==> config.mk <==
export PLATFORM = sky130hd
export DESIGN_NAME = lock_controller
export DESIGN_NICKNAME = d
export VERILOG_FILES = /design/src/rtl/lock_pkg.sv /design/src/rtl/lock_timer.sv /design/src/rtl/lock_controller.sv
export SDC_FILE = /design/constraint.sdc
export NUM_CORES = 1
export LEC_CHECK = 0
export CORE_MARGIN = 1
export CORE_UTILIZATION = 53
export DETAILED_ROUTE_END_ITERATION = 8
export PLACE_DENSITY = 0.76
export SYNTH_ARGS = -nofsm -noshare
export SYNTH_HDL_FRONTEND = slang
export SYNTH_HIERARCHICAL = 1
export SYNTH_SLANG_ARGS = --single-unit
==> constraint.sdc <==
create_clock -name clk -period 3.64 [get_ports clk]
set_clock_uncertainty 0.15 [all_clocks]
set_input_delay 0.546 -clock clk [delete_from_list [all_inputs] [get_ports clk]]
set_output_delay 0.546 -clock clk [all_outputs]
set_load 0.03 [all_outputs]
==> src/rtl/lock_pkg.sv <==
// Shared types for the lock controller: state encoding and code width.
// Pure declarations; no timing or flow control of its own.
package lock_pkg;

    localparam int CODE_W = 16;

    typedef enum logic [2:0] {
        LOCKED      = 3'd0,
        UNLOCKED    = 3'd1,
        SET_NEW     = 3'd2,
        CONFIRM_NEW = 3'd3,
        LOCKOUT     = 3'd4
    } state_e;

    function automatic logic is_open(input state_e s);
        return (s == UNLOCKED) || (s == SET_NEW) || (s == CONFIRM_NEW);
    endfunction

endpackage

==> src/rtl/lock_timer.sv <==
// Clearable up-counter with a terminal-count flag against a runtime limit.
// Flag is combinational from the count register; no backpressure.
module lock_timer #(
    parameter int W = 32
) (
    input  logic         clk,
    input  logic         rst,
    input  logic         clr_i,
    input  logic [W-1:0] term_i,
    output logic         tc_o
);

    logic [W-1:0] cnt_q;

    always_ff @(posedge clk) begin
        if (rst || clr_i) begin
            cnt_q <= '0;
        end else begin
            cnt_q <= cnt_q + {{(W-1){1'b0}}, 1'b1};
        end
    end

    assign tc_o = (cnt_q == term_i);

endmodule

==> src/rtl/lock_controller.sv <==
// Password lock with retry lockout, auto-relock and confirm-before-commit password change.
// All outputs registered: response one cycle after the sampling edge; inputs are never stalled.
module lock_controller
    import lock_pkg::*;
#(
    parameter logic [CODE_W-1:0] DEFAULT_PASS   = 16'h1234,
    parameter int                MAX_TRIES      = 3,
    parameter logic [31:0]       UNLOCK_CYCLES  = 32'd500000000,
    parameter logic [31:0]       LOCKOUT_CYCLES = 32'd1000000000
) (
    input  logic              clk,
    input  logic              rst,
    input  logic [CODE_W-1:0] code,
    input  logic              code_valid,
    input  logic              set_req,
    input  logic              lock_cmd,
    output logic              unlocked,
    output logic              alarm,
    output logic [2:0]        fail_cnt,
    output logic              busy_set,
    output logic              pass_changed
);

    localparam logic [3:0] MAX4 = 4'(MAX_TRIES);

    state_e            state_q, state_d;
    logic [CODE_W-1:0] pass_q, pass_d;
    logic [CODE_W-1:0] pend_q, pend_d;
    logic [2:0]        fail_q, fail_d;
    logic              pc_d, pc_q;
    logic              unlocked_q, alarm_q, busy_q;
    logic [3:0]        fail_inc;
    logic [31:0]       term;
    logic              tmr_clr, tmr_tc;

    assign fail_inc = {1'b0, fail_q} + 4'd1;

    always_comb begin
        state_d = state_q;
        pass_d  = pass_q;
        pend_d  = pend_q;
        fail_d  = fail_q;
        pc_d    = 1'b0;
        term    = UNLOCK_CYCLES - 32'd1;
        case (state_q)
            LOCKED: begin
                if (code_valid) begin
                    if (code == pass_q) begin
                        state_d = UNLOCKED;
                        fail_d  = 3'd0;
                    end else if (fail_inc >= MAX4) begin
                        state_d = LOCKOUT;
                        fail_d  = MAX4[2:0];
                    end else begin
                        fail_d  = fail_inc[2:0];
                    end
                end
            end
            LOCKOUT: begin
                term = LOCKOUT_CYCLES - 32'd1;
                if (tmr_tc) begin
                    state_d = LOCKED;
                    fail_d  = 3'd0;
                end
            end
            UNLOCKED: begin
                if (lock_cmd)     state_d = LOCKED;
                else if (set_req) state_d = SET_NEW;
                else if (tmr_tc)  state_d = LOCKED;
            end
            SET_NEW: begin
                if (lock_cmd) begin
                    state_d = LOCKED;
                end else if (code_valid) begin
                    pend_d  = code;
                    state_d = CONFIRM_NEW;
                end else if (tmr_tc) begin
                    state_d = LOCKED;
                end
            end
            CONFIRM_NEW: begin
                // A mismatched confirm abandons the change but keeps the lock open.
                if (lock_cmd) begin
                    state_d = LOCKED;
                end else if (code_valid) begin
                    state_d = UNLOCKED;
                    if (code == pend_q) begin
                        pass_d = code;
                        pc_d   = 1'b1;
                    end
                end else if (tmr_tc) begin
                    state_d = LOCKED;
                end
            end
            default: state_d = LOCKED;
        endcase
    end

    // Timer restarts on every state change and idles at zero while locked.
    assign tmr_clr = (state_d != state_q) || (state_q == LOCKED);

    lock_timer #(.W(32)) u_timer (
        .clk    (clk),
        .rst    (rst),
        .clr_i  (tmr_clr),
        .term_i (term),
        .tc_o   (tmr_tc)
    );

    always_ff @(posedge clk) begin
        if (rst) begin
            state_q    <= LOCKED;
            pass_q     <= DEFAULT_PASS;
            pend_q     <= '0;
            fail_q     <= 3'd0;
            pc_q       <= 1'b0;
            unlocked_q <= 1'b0;
            alarm_q    <= 1'b0;
            busy_q     <= 1'b0;
        end else begin
            state_q    <= state_d;
            pass_q     <= pass_d;
            pend_q     <= pend_d;
            fail_q     <= fail_d;
            pc_q       <= pc_d;
            unlocked_q <= is_open(state_d);
            alarm_q    <= (state_d == LOCKOUT);
            busy_q     <= (state_d == SET_NEW) || (state_d == CONFIRM_NEW);
        end
    end

    assign unlocked     = unlocked_q;
    assign alarm        = alarm_q;
    assign fail_cnt     = fail_q;
    assign busy_set     = busy_q;
    assign pass_changed = pc_q;

endmodule

# After elaboration in Yosys (flattened, before gate mapping)
# Cells that the tools add are included.
[totals]
word_cells = 58
in_bits = 21
output_inout_bits = 7
ff_bits = 74
[op_classes]
n_eq_ne = 14
n_mux = 18
reduce_logical = 11
n_addsub = 2
n_lt_le_gt_ge = 1
bitwise = 3
[ops]
columns = ["cell", "count"]
rows = [
  ["3-bit two-way mux", 14],
  ["32-bit by 1-bit adder with 32-bit output (second input constant)", 1],
  ["16-bit == test", 2],
  ["32-bit by 30-bit == test with 1-bit output", 1],
  ["30-bit two-way mux", 1],
  ["3-bit one-hot mux with 5 select lines", 1],
  ["3-bit by 2-bit == test with 1-bit output (second input constant)", 4],
  ["3-bit by 1-bit == test with 1-bit output (second input constant)", 2],
  ["3-bit == test (second input constant)", 2],
  ["3-bit one-hot mux with 2 select lines", 1],
  ["3-bit AND reduction", 2],
  ["1-bit logical OR", 5],
  ["3-bit by 1-bit adder with 4-bit output (second input constant)", 1],
  ["4-bit by 2-bit >= comparator with 1-bit output (second input constant)", 1],
  ["2-bit != test (second input constant)", 2],
  ["4-bit AND reduction", 1],
  ["4-bit OR reduction", 1],
  ["3-bit logical NOT", 1],
  ["3-bit != test", 1],
  ["1-bit NOT", 3],
  ["2-bit nonzero test", 1],
  ["1-bit two-way mux", 1],
]

# Logic depth before layout (Yosys ltp)
[depth]
ltp_word = 10
mapped_depth = 17
ltp_nobuf = 15

# By module
# The synthesis kept the hierarchy.
[modules_own_cells]
columns = ["mod", "seq_area_each_um2", "area_per_inst_um2", "n_inst", "cells_per_inst"]
rows = [
  ["lock_controller", 840.8, 2073.2, 1, 234],
  ["lock_timer", 640.6, 1879.3, 1, 228],
]

# Worst setup path after synthesis
# No wires, ideal clock.
[synth_timing]
kind = "register -> register"
from = "reg state_q[1]"
to = "reg u_timer.cnt_q[2]"
synth_period_minus_slack_ns = 3.561
setup_time_ns = 0.128
arrival_time_ns = 3.283
path_buffers = 3
setup_slack_ns = 0.079
required_ns = 3.362
path_stages_with_launch = 17
path_cell_list = "dfxtp_1 buf_2 nor2_1 nand2_1 inv_1 xor2_1 nor4_1 nand4_1 nor2_1 nor3_1 o221ai_1 nor2_1 o21ai_0 or2_2 clkbuf_1 buf_1 nor2_1"
[synth_via]
elab_chain_len = 10
elab_cells_between_ends = 21
classes_between = "6 x eq/ne; 12 x mux; 3 x reduce/logical"
[synth_rtl]
columns = ["item", "line_no", "rtl"]
rows = [
  ["start, declared", "lock_controller.sv:26", "state_e state_q, state_d;"],
  ["start signal, assigned", "lock_controller.sv:121", "state_q <= state_d;"],
  ["3-bit == test (*)", "lock_controller.sv:45", "case (state_q)"],
  ["30-bit two-way mux (*)", "lock_controller.sv:45", ""],
  ["via term[10]", "lock_controller.sv:33", "logic [31:0] term;"],
  ["32-bit by 30-bit == test with 1-bit output (*)", "lock_timer.sv:23", "assign tc_o = (cnt_q == term_i);"],
  ["via tmr_tc", "lock_controller.sv:34", "logic tmr_clr, tmr_tc;"],
  ["3-bit two-way mux (*)", "--", ""],
  ["3-bit two-way mux, on equally long branches", "lock_controller.sv:85, lock_controller.sv:68, lock_controller.sv:74", ""],
  ["3-bit two-way mux, on equally long branches", "lock_controller.sv:83, lock_controller.sv:67, lock_controller.sv:72", ""],
  ["3-bit one-hot mux with 5 select lines (*)", "lock_controller.sv:45", ""],
  ["3-bit != test (*)", "lock_controller.sv:100", "assign tmr_clr = (state_d != state_q) || (state_q == LOCKED);"],
  ["1-bit logical OR (*)", "lock_controller.sv:100", ""],
  ["via tmr_clr", "lock_controller.sv:34", ""],
  ["1-bit logical OR (*)", "lock_timer.sv:16", "if (rst || clr_i) begin"],
  ["end signal, assigned", "lock_timer.sv:19", "cnt_q <= cnt_q + {{(W-1){1'b0}}, 1'b1};"],
  ["end, declared", "lock_timer.sv:13", "logic [W-1:0] cnt_q;"],
]
# Mark *: on every way through the listed nets, which the timed path passes. The rest lies on a longest branch.
# A chain may end at the register's enable or synchronous reset.

# Worst setup path in the final report
[layout_timing]
from = "reg state_q[0]"
to = "reg u_timer.cnt_q[27]"
# Same word-level chain as after synthesis.

==> reports/qor_table.md <==
| Parameter | Reported |
|---|---|
| Maximum ir drop on the vdd rail | 282 µV |
| Clk sink count | 74 |
| Antenna diode instance count | 0 |
| Post-detailed-route count of antenna-violating nets | 0 |
| Share of the clock period used by the worst path | 0.931 |
| Count of endpoints failing setup in the final report | 0 |
| Placement-stage cell area | 4370 µm² |
| Count of final hold-check violations | 0 |
| Power per unit of standard cell area | 356 nW/µm² |
| Rel. slew slack | 0.463 |
| Minimum hold slack | 0.346 ns |
| Warnings, synthesis | 6 |
| Die height | 88.4 µm |
| Post-synthesis instance area | 3950 µm² |
| Area growth, synth to finish | 16.2% |
| Number of levels in the clock H-tree | 3 |
| Maxcap violations | 0 |
| Result of the run | finished, violations left |
| Number of global-route vias before repair | 3255 |
| Number of buffers added to fix hold violations after cts | 0 |
| Total count of max-transition violations in the final report | 0 |
| DRC Markers | 2 |
| Mean Syn Cell Area | 8.56 µm² |
| Slowest-stage cell, CP | dfxtp_1 |
| Count of input and output buffers | 27 |
| Last weighted congestion value of the routability-driven placer | 0.871 |
| Area contributors post-synth | dfxtp_1 (37%), xor2_1 (11%), xnor2_1 (5.8%), mux2i_1 (4.8%), nor2_1 (4.3%) |
| Clock buffer count from CTS | 9 |
| Category of the worst setup path launch point | flip-flop |
| Number of distinct standard cells referenced by the synthesized netlist | 47 |
| Critical path peak fanout | 12 |
| Buffer depth of the longest clock path | 2 |
| Clock-pin transition on the worst setup and hold timing paths | 0.08 ns |
| Die footprint | 7810 µm² |
| Post-route standard cell area excluding fillers | 4590 µm² |
| Routed length per instance | 14.6 µm |
| Total of flip-flops plus latches after synthesis | 74 |
| Layout cell share with drive strength beyond 1 | 0.0827 |
| Number of enable-type register cells in the synthesized netlist | 0 |
| Final worst path period need | 3.39 ns |
| Leakage | 1.83 nW |
| Placed insts | 591 |
| Crit path arrival time | 3.49 ns |
| Cell taking the most area after synthesis | dfxtp_1 |
| Req. time, crit path | 3.74 ns |
| Most frequent cell on the critical path | buf_4 |
| CTS tree | built |
| Top achievable clock speed | 295 MHz |
| GR Util All Layers | 0.242 |
| Number of search-and-repair iterations in the first detailed-routing pass | 7 |
| Transition time of the tightest slew-check pin | 0.798 ns |
| Violations in the final reports | design-rule violations |
| Initial cell density of the core | 0.548 |
| Routed Wire Length | 8880 µm |
| Initial antenna violation count | 0 |
| Fillcell total | 630 |
| Net count, final | 527 |
| Cells after synthesis | 462 |
| Resized Gates After CTS | 0 |
| Portion of the post-synthesis area used by sequential elements | 0.375 |
| DRC marker count from the first detailed-route iteration | 244 |
| Maximum number of pins on one net before global-route repair | 24 |
| I/O pin count | 28 |
| Crit path largest cell delay | 0.39 ns |
| Final instance count without filler cells | 607 |
| CP Capture Type | flip-flop |
| Standard-cell row count | 31 |
| Via/cell ratio | 5.71 |
| Total chip power | 0.00164 W |
| Top cell type's share of synthesized area | 0.375 |
| Placed wire-length estimate after detailed placement | 6140 µm |
| Post-CTS setup-driven buffer insertion count | 0 |
| Proportion of synthesized flip-flops having asynchronous set or reset | 0 |
| Ordered cell list for the critical path | nor2_2 -> nand2_1 -> buf_4 -> xor2_1 -> nor4_1 -> nand4_1 -> nor2_2 -> buf_4 -> nor2_1 -> a221oi_1 -> a21oi_1 -> o21ai_0 -> buf_4 -> nor2_1 -> buf_4 -> nand2_1 -> a31oi_1 -> a41o_1 |
| Core Footprint | 7210 µm² |
| Library cell used as clock root buffer | clkbuf_8 |
| Most used flip-flop cell after synthesis | dfxtp_1 |
| Vias | 3469 |
| Type of the worst min-delay path | reg2reg |
| Wire length of the first global-routing pass | 14700 µm |
| Clock latency of the later-clocked register in the worst-skew pair | 0.36 ns |
| Setup CP Type | reg2reg |
| Die W | 88.4 µm |
| Overflow left after global routing | 0 |
-- cells in the final DEF (no fill, tap or decap), drive strengths merged, types with 3 or more instances in the layout --
master	count
dfxtp	74
xor2	49
nor2	46
nand3	33
nand2	27
clkdlybuf4s50	27
xnor2	26
a21oi	24
o21ai	24
mux2i	19
conb	19
nand4	18
nor4	17
inv	12
or3	11
buf	11
clkbuf	9
nor3	7
a31oi	6
and2	5
a41o	5
and4	5
and3	4
ha	3
o31ai	3
or4	3
o311ai	3
-- layer usage --
metal  vias up  wire length (µm)  global-route usage
met2        80              4390               0.413
met3        17               326              0.0364
li1       1725                 -                   -
met1      1647              3970               0.301
met4         0               189               0.109
met5         -                 0                   0
-- power by group --
group / switching [W] / total [W] / internal (W)
Clock: 0.000344 / 0.000674 / 0.000330
Sequential: 0.00000621 / 0.000820 / 0.000813
Combinational: 0.0000796 / 0.000142 / 0.0000628
Total: 0.000430 / 0.00164 / 0.00121
-- critical path, delay by kind of cell (launching register included) --
family / cells / cell delay (ns)
xor gates and xnor gates: 1 / 0.14
and+or+nand+nor: 8 / 1.19
AOI/OAI and AO/OA: 5 / 0.72
buffers and inverters: 4 / 0.70
DFF: 1 / 0.39
-- synthesized netlist by cell type, types with 8 or more instances --
master and count:
nand3_1 33, clkbuf_1 11, inv_1 8, buf_2 9, xnor2_1 26, nand4_1 16
nor2_1 45, nand2_1 27, or3_1 11, o21ai_0 18, a21oi_1 24, nor4_1 14
mux2i_1 19, dfxtp_1 74, xor2_1 49
-- kinds of logic after synthesis --
group	count (synthesis)	share of synthesized area
adder cells (fa/ha/maj)	3	0.00950
flip-flops	74	0.375
other	2	0.00190
XOR/XNOR	75	0.166
AO/OA/AOI/OAI	75	0.117
buffers and inverters	33	0.0389
multiplexers	20	0.0510
AND/OR/NAND/NOR	180	0.240
-- worst paths after layout --
path	slack, ns	depth (start not counted)	start	endpoint
hold / removal	0.35	2	pass_q[13]	pass_q[13]
setup / recovery	0.25	18	state_q[0]	u_timer/cnt_q[27]
hold reg to reg	0.35	2	pass_q[13]	pass_q[13]
setup reg to reg	0.25	18	state_q[0]	u_timer/cnt_q[27]
-- metrics by stage --
stage | worst slack, ns | utilization | TNS [ns]
final | 0.251 | 0.637 | 0
after global routing | -0.0666 | 0.637 | -0.934
after CTS | 0.127 | 0.634 | 0
after detailed placement | 0.179 | 0.606 | 0
after global placement | 0.284 | 0.606 | 0
after floorplan | 0.0791 | - | 0
-- sequential cells by signal (all words and copies together), names as in the netlist --
register and flops:
alarm 1, state_q 3, u_timer/cnt_q 32, pend_q 16
busy_set 1, pass_changed 1, pass_q 16, fail_cnt 3
unlocked 1
-- cell type report --
type,count,area [µm²],area share
multi-input combinational,372,2400,0.522
sequential,74,1480,0.322
timing repair buffer,38,353,0.0768
clock buffer,9,124,0.0270
tap,99,124,0.0270
clock inverter,7,83.8,0.0182
inverter,8,30.0,0.00654
(Power assumes the default switching activity.)
